===== config.mk =====
export PLATFORM = sky130hd
export DESIGN_NAME = dct_transpose_pingpong
export DESIGN_NICKNAME = d
export VERILOG_FILES = /design/src/rtl/dct_transpose_pingpong.sv
export SDC_FILE = /design/constraint.sdc
export NUM_CORES = 1
export LEC_CHECK = 0
export BUFFER_PORTS_ARGS = -buffer_cell sky130_fd_sc_hd__buf_2
export CORE_AREA = 2 2 387 389
export DETAILED_ROUTE_END_ITERATION = 7
export DIE_AREA = 0 0 389 391
export PLACE_DENSITY = 0.63
export SLEW_MARGIN = 10
export SYNTH_ARGS = -nofsm -noshare
export SYNTH_HDL_FRONTEND = slang
export SYNTH_SLANG_ARGS = --single-unit

===== constraint.sdc =====
create_clock -name i_clk -period 8.99 [get_ports i_clk]
set_input_delay 0 -clock i_clk [delete_from_list [all_inputs] [get_ports i_clk]]
set_output_delay 0 -clock i_clk [all_outputs]
set_load 0.03 [all_outputs]

===== src/rtl/dct_transpose_pingpong.sv =====
`default_nettype none
// ============================================================================
// Module   : dct_transpose_pingpong
// Purpose  : N x N double-buffered transpose buffer between the row-pass and
//            column-pass 1-D DCT stages. Rows are written into one bank while
//            columns of the previous block are read from the other bank.
// Revision : 1.0 - initial release
// ============================================================================
module dct_transpose_pingpong #(
  parameter int DATA_W = 12,
  parameter int N      = 8
) (
  input  logic                  i_clk,
  input  logic                  i_rst,
  input  logic                  i_valid,
  output logic                  o_ready,
  input  logic [N*DATA_W-1:0]   i_data,
  output logic                  o_valid,
  input  logic                  i_ready,
  output logic [N*DATA_W-1:0]   o_data,
  output logic                  o_last
);

  localparam int              C_AW   = (N > 1) ? $clog2(N) : 1;
  localparam logic [C_AW-1:0] C_LAST = C_AW'(N - 1);

  // Two banks of N x N samples; contents are only meaningful once a bank is full.
  logic [DATA_W-1:0] r_mem_q [2][N][N];

  logic            r_wr_bank_q, w_wr_bank_d;
  logic [C_AW-1:0] r_wr_row_q,  w_wr_row_d;
  logic            r_rd_bank_q, w_rd_bank_d;
  logic [C_AW-1:0] r_rd_col_q,  w_rd_col_d;
  logic [1:0]      r_full_q,    w_full_d;

  logic w_wr_acc;
  logic w_rd_acc;

  // Handshake flags come straight from registers, so there is no path from
  // i_valid to o_ready or from i_ready to o_valid.
  assign o_ready  = !r_full_q[r_wr_bank_q];
  assign o_valid  = r_full_q[r_rd_bank_q];
  assign o_last   = o_valid && (r_rd_col_q == C_LAST);
  assign w_wr_acc = i_valid && o_ready;
  assign w_rd_acc = o_valid && i_ready;

  // Next-state for the write/read pointers and per-bank full flags.
  always_comb begin
    w_wr_bank_d = r_wr_bank_q;
    w_wr_row_d  = r_wr_row_q;
    w_rd_bank_d = r_rd_bank_q;
    w_rd_col_d  = r_rd_col_q;
    w_full_d    = r_full_q;

    if (w_wr_acc) begin
      w_wr_row_d = r_wr_row_q + 1'b1;
      if (r_wr_row_q == C_LAST) begin
        w_wr_row_d            = '0;
        w_full_d[r_wr_bank_q] = 1'b1;
        w_wr_bank_d           = !r_wr_bank_q;
      end
    end

    // Set and clear never hit the same bank: a full bank cannot be written.
    if (w_rd_acc) begin
      w_rd_col_d = r_rd_col_q + 1'b1;
      if (r_rd_col_q == C_LAST) begin
        w_rd_col_d            = '0;
        w_full_d[r_rd_bank_q] = 1'b0;
        w_rd_bank_d           = !r_rd_bank_q;
      end
    end
  end

  // Pointer and flag registers; reset discards any partial or full blocks.
  always_ff @(posedge i_clk) begin
    if (i_rst) begin
      r_wr_bank_q <= 1'b0;
      r_wr_row_q  <= '0;
      r_rd_bank_q <= 1'b0;
      r_rd_col_q  <= '0;
      r_full_q    <= 2'b00;
    end else begin
      r_wr_bank_q <= w_wr_bank_d;
      r_wr_row_q  <= w_wr_row_d;
      r_rd_bank_q <= w_rd_bank_d;
      r_rd_col_q  <= w_rd_col_d;
      r_full_q    <= w_full_d;
    end
  end

  genvar k;
  generate
    for (k = 0; k < N; k++) begin : g_col
      // Store sample k of an accepted row into column k of the write bank.
      always_ff @(posedge i_clk) begin
        if (w_wr_acc && !i_rst) begin
          r_mem_q[r_wr_bank_q][r_wr_row_q][k] <= i_data[k*DATA_W +: DATA_W];
        end
      end

      // Output sample k is row k of the current read column.
      assign o_data[k*DATA_W +: DATA_W] = r_mem_q[r_rd_bank_q][k][r_rd_col_q];
    end
  endgenerate

endmodule
`default_nettype wire


**Word-level counts from Yosys, hierarchy flattened**

Memory sizes are Yosys's and may differ from the RTL's. A register that Yosys moved wholly into a read port is not among the register bits.
Index checks and enable logic that the tools add are counted.
Widths: inputs -> output; s select.

- Register bits: 10
- RAM bits: 1536
- Bits of input ports: 100
- Output and inout bits: 99
- Word-level logic and storage cells: 10852
- Memories kept: 1

Memory list:

| name | depth | width | read ports | clocked after memory_dff | write ports | RTL line | text |
|---|---|---|---|---|---|---|---|
| r_mem_q | 2 | 768 | 1 | 1 | 1 | 28 | `logic [DATA_W-1:0] r_mem_q [2][N][N];` |

- $add $sub $neg: 2
- Magnitude comparators: 7
- Equal/unequal tests: 2
- Muxes and demuxes: 5441
- Bitwise operators: 5381
- Reductions and logical operators: 13

Operator list:

| operator | count |
|---|---|
| $mux 768 | 8 |
| $mux 1 | 5385 |
| $or 1x1->1 | 5376 |
| $demux 96 s3 | 8 |
| $bmux 12 s3 | 8 |
| $mux 12 | 17 |
| $mux 96 | 1 |
| $mux 84 | 1 |
| $mux 72 | 1 |
| $mux 60 | 1 |
| $mux 48 | 1 |
| $mux 36 | 1 |
| $mux 24 | 1 |
| $ge 4x4->1 const B | 2 |
| $mux 2 | 4 |
| $not 3->4 | 2 |
| $logic_and 1x1->1 | 7 |
| $add 3x1->3 const B | 2 |
| $eq 3x3->1 const B | 2 |
| $mux 3 | 2 |
| $logic_not 1->1 | 4 |
| $lt 1x2->1 const B | 2 |
| $lt 4x1->1 const B | 1 |
| $reduce_and 2->1 | 2 |
| 5 further kinds | 7 |

**Longest topological paths before layout**

- Word-level depth: 14
- Depth in mapped cells: 7
- Gate-level depth less buffers: 5

**Worst setup path after synthesis**

OpenSTA, ideal clock, no wires.

- Path type: reg2reg
- Start: register r_wr_bank_q
- End: memory r_mem_q[0][576] in the netlist's numbering (enable)
- Setup time: 0.668 ns
- Arrival: 7.935 ns
- Required time: 8.322 ns
- Setup slack: 0.387 ns
- Cell stages (with the launch flop): 7
- Path buffers: 2
- Clock period less this slack: 8.603 ns
- Path through: dfxtp_1 > mux2_4 > inv_2 > buf_6 > buf_2 > nand3_1 > nor3_1

- Cells in the longest elaborated chain, start to end: 14
- Elaborated cells on any way between the ends: 21
- Classes of those cells: mux (11); bitwise (7); reduce/logical (3)

RTL lines:

| what | RTL line | text |
|---|---|---|
| start: declaration | 30 | `logic r_wr_bank_q, w_wr_bank_d;` |
| start signal: assignment | 84 | `r_wr_bank_q <= w_wr_bank_d;` |
| $mux 1 (not written as such) (*) (2 in series) | 41 | `assign o_ready = !r_full_q[r_wr_bank_q];` |
| $logic_not 1->1 (*) | 41 |  |
| net o_ready | 16 | `output logic o_ready,` |
| $logic_and 1x1->1 (*) | 44 | `assign w_wr_acc = i_valid && o_ready;` |
| $logic_and 1x1->1 (*) | 97 | `if (w_wr_acc && !i_rst) begin` |
| $mux 1 (*) | 97 |  |
| $mux 768 (not written as such) | 98 | `r_mem_q[r_wr_bank_q][r_wr_row_q][k] <= i_data[k*DATA_W +: DATA_W];` |
| $or 1x1->1 (no source line) (6 in series) | n/a |  |
| $or 1x1->1 (no source line) (*) | n/a |  |
| end: declaration | 28 |  |

The timed path passes the listed nets; every way through them passes the cells marked *. The select of a mux whose other input is x is not followed.

==> flow_summary.yaml <==
synth:
  avgSynthCellArea_um2: 20.15
  synthArstFlopShare_pct: 0
  postSynthCellCount: 3276
  synth.distinct_cells: 37
  yosysMostFrequentCell: "edfxtp_1"
  synth_top_area_share_pct: 69.87
  syn_nets: 3380
  synth-edff-count: 1536
  ys_ff_latch: 1547
  synth_area_leaders: "edfxtp_1 70%, mux4_2 13%, mux2_2 4.2%, mux2_1 3.3%, a22oi_1 2.2%"
  synth-warning-count: 0
  yosys.area.top_type: "edfxtp_1"
  ys.flop_type: "edfxtp_1"
  synthTopCellsByCount: "1536 x edfxtp_1, 384 x mux4_2, 248 x mux2_2"
  synth.yosys.seq_area_share_pct: 70.20
  syn_area_um2: 66020
clock_tree:
  htree_levels: 4
  clockRootBuffer: "clkbuf_16"
  cts_tree: "built"
  cts.clk_slew.worst_paths_ps: 60
  clock_sinks: 1547
  cts_buffer_depth: 3
  postCtsSetupRepairBufs: 0
  cts_hold_buf: 100
  numCtsBuffers: 161
  post_cts_resized: 0
  clock_latency_ps: 780
pwr:
  ir_worst_vdd_uv: 155.7
  power_leakage_nw: 24.44
  power_density_nw_per_um2: 197.9
  power_mw: 14.80
sta:
  fin_crit_sh_pct: 49.54
  fin_crit_ps: 4454
  tightest_slew_ps: 1103
  max_freq_mhz: 224.5
  slew_viol_final: 0
  maxSlewHeadroom_pct: 26.44
  rsz0062_at_grt: "false"
  setup_violations: 0
  holdWs_ps: 144.2
  skew_ps: 24.27
  final-hold-violation-count: 0
  finalSetupTns_ps: 0
placed_design:
  dpl.hpwl_um: 103900
  gp_congestion: 0.7544
  numPortBuffers: 198
critical_path:
  path_class: "register to output pin"
  cp-start-kind: "register"
  cp-end-kind: "output pin"
  required_ps: 8990
  path_max_fanout: 98
  slowest_delay_ps: 880
  arrival_ps: 4450
  cpMaxStageDelayCell: "dfxtp_4"
  timing.critical_path.max_delay_family: "buffers and inverters"
  critPathBufInv: 3
  crit_chain: "buf_12 > buf_4 > mux4_2 > a22oi_1 > nand2_1 > buf_2"
drt:
  route.vias.total: 34420
  firstDrtPassIters: 5
  route.detailed.drc: 0
  wire_per_inst_um: 32.42
  routed_wl_um: 182500
  detail-route-antenna-nets: 0
  vias_per_cell: 6.115
  drtIter0Drc: 4261
grt:
  grt_pass1_vias: 35090
  overflow: 0
  antenna_found_initial: 44
  track_usage_pct: 24.01
  grt_pass1_wl_um: 258200
  grt_start_max_net_pins: 99
floorplan:
  rows: 142
  die_h_um: 391
  coreArea_um2: 148500
  fp.dieW_um: 389
  pin_count: 199
  die-area_um2: 152100
  initial_core_util_pct: 44.45
min_path:
  hold_class: "input port to register"
final_layout:
  fin_nets: 3662
  layout-drive-gt1-share_pct: 33.01
  multi_input_area_um2: 18450
  register_area_um2: 46350
  fill_cells: 12070
  area_growth_pct: 13.26
run:
  max_cap_violations: 0
outcome:
  outcome: "finished, final reports clean"
metal layers:
layer  GRT usage, %  wire [um]  vias to the layer above
met5              0         69                        -
met4          6.660       4539                       10
met3          4.577      15370                      236
met2          38.72      88620                     1460
met1          33.54      73880                    18430
li1               -          -                    14280
placed cells by master, fill, tap and decap left out, drive strengths merged, types with 3 or more instances in the layout:
cell	count
dfxtp	11
nor2	13
clkbuf	214
nor2b	5
o21ai	6
mux4	384
diode	7
a22oi	192
a21o	168
dlygate4sd3	100
nand4	9
buf	282
and2	3
inv	27
nor3	9
nand2	97
ha	4
nand3	6
a21oi	9
mux2	505
clkinv	56
a41oi	24
edfxtp	1536
worst reg2reg max path, cell delays in order (launching register included):
cell and delay (ps):
dfxtp_1 710, mux2_4 400, inv_2 570, nand4_1 540, nor2_4 730, buf_4 890
final cells by class:
type	instances	share of cell area, %
Sequential cell	1547	61.99
Multi-Input combinational cell	1448	24.67
Clock buffer	214	5.780
Timing Repair Buffer	382	3.574
Tap cell	1944	3.253
Clock inverter	69	0.6125
Inverter	18	0.09036
Antenna cell	7	0.02343
metrics by stage:
stage / cell area (um^2) / setup WS (ps) / cells / utilization (%)
after floorplan: 66020 / 387.2 / 3276 / -
after global placement: 68970 / 4739 / 5239 / 46.44
after detailed placement: 68970 / 4715 / 5239 / 46.44
after CTS: 74750 / 4235 / 5622 / 50.33
after global routing: 74760 / 4063 / 5625 / 50.33
final: 74770 / 4536 / 5629 / 50.34
logic make-up after synthesis:
family,synth area share (%)
simple gates,1.006
flops,70.20
fa+ha+maj,0.07581
compound gates,4.573
buf+inv,2.070
mux,22.08
registers in the layout, summed over array words and instances, names as in the netlist, named ones only:
| name | cells |
|---|---|
| r_mem_q | 1536 |
| r_rd_col_q | 3 |
| r_wr_row_q | 3 |
| r_full_q | 2 |
| r_rd_bank_q | 1 |
| r_wr_bank_q | 1 |
worst paths after layout:
kind | start | to | slack (ps) | cells after the start
worst max-delay path | register | o_data[23] | 4540 | 6
worst min-delay path | i_ready | r_rd_col_q[2] | 140 | 4
worst min register to register | r_rd_bank_q | register | 520 | 2
worst max register to register | r_wr_bank_q | r_mem_q[1][741] | 4630 | 5
power by group:
| part | switching (mW) | leakage, nW | internal [mW] | total, mW |
|---|---|---|---|---|
| clock | 2.73 | 2.34 | 3.43 | 6.17 |
| sequential | 0.0102 | 13.9 | 7.99 | 8.00 |
| combinational | 0.417 | 8.16 | 0.213 | 0.630 |
No activity file was read; power rests on OpenSTA's default activity.
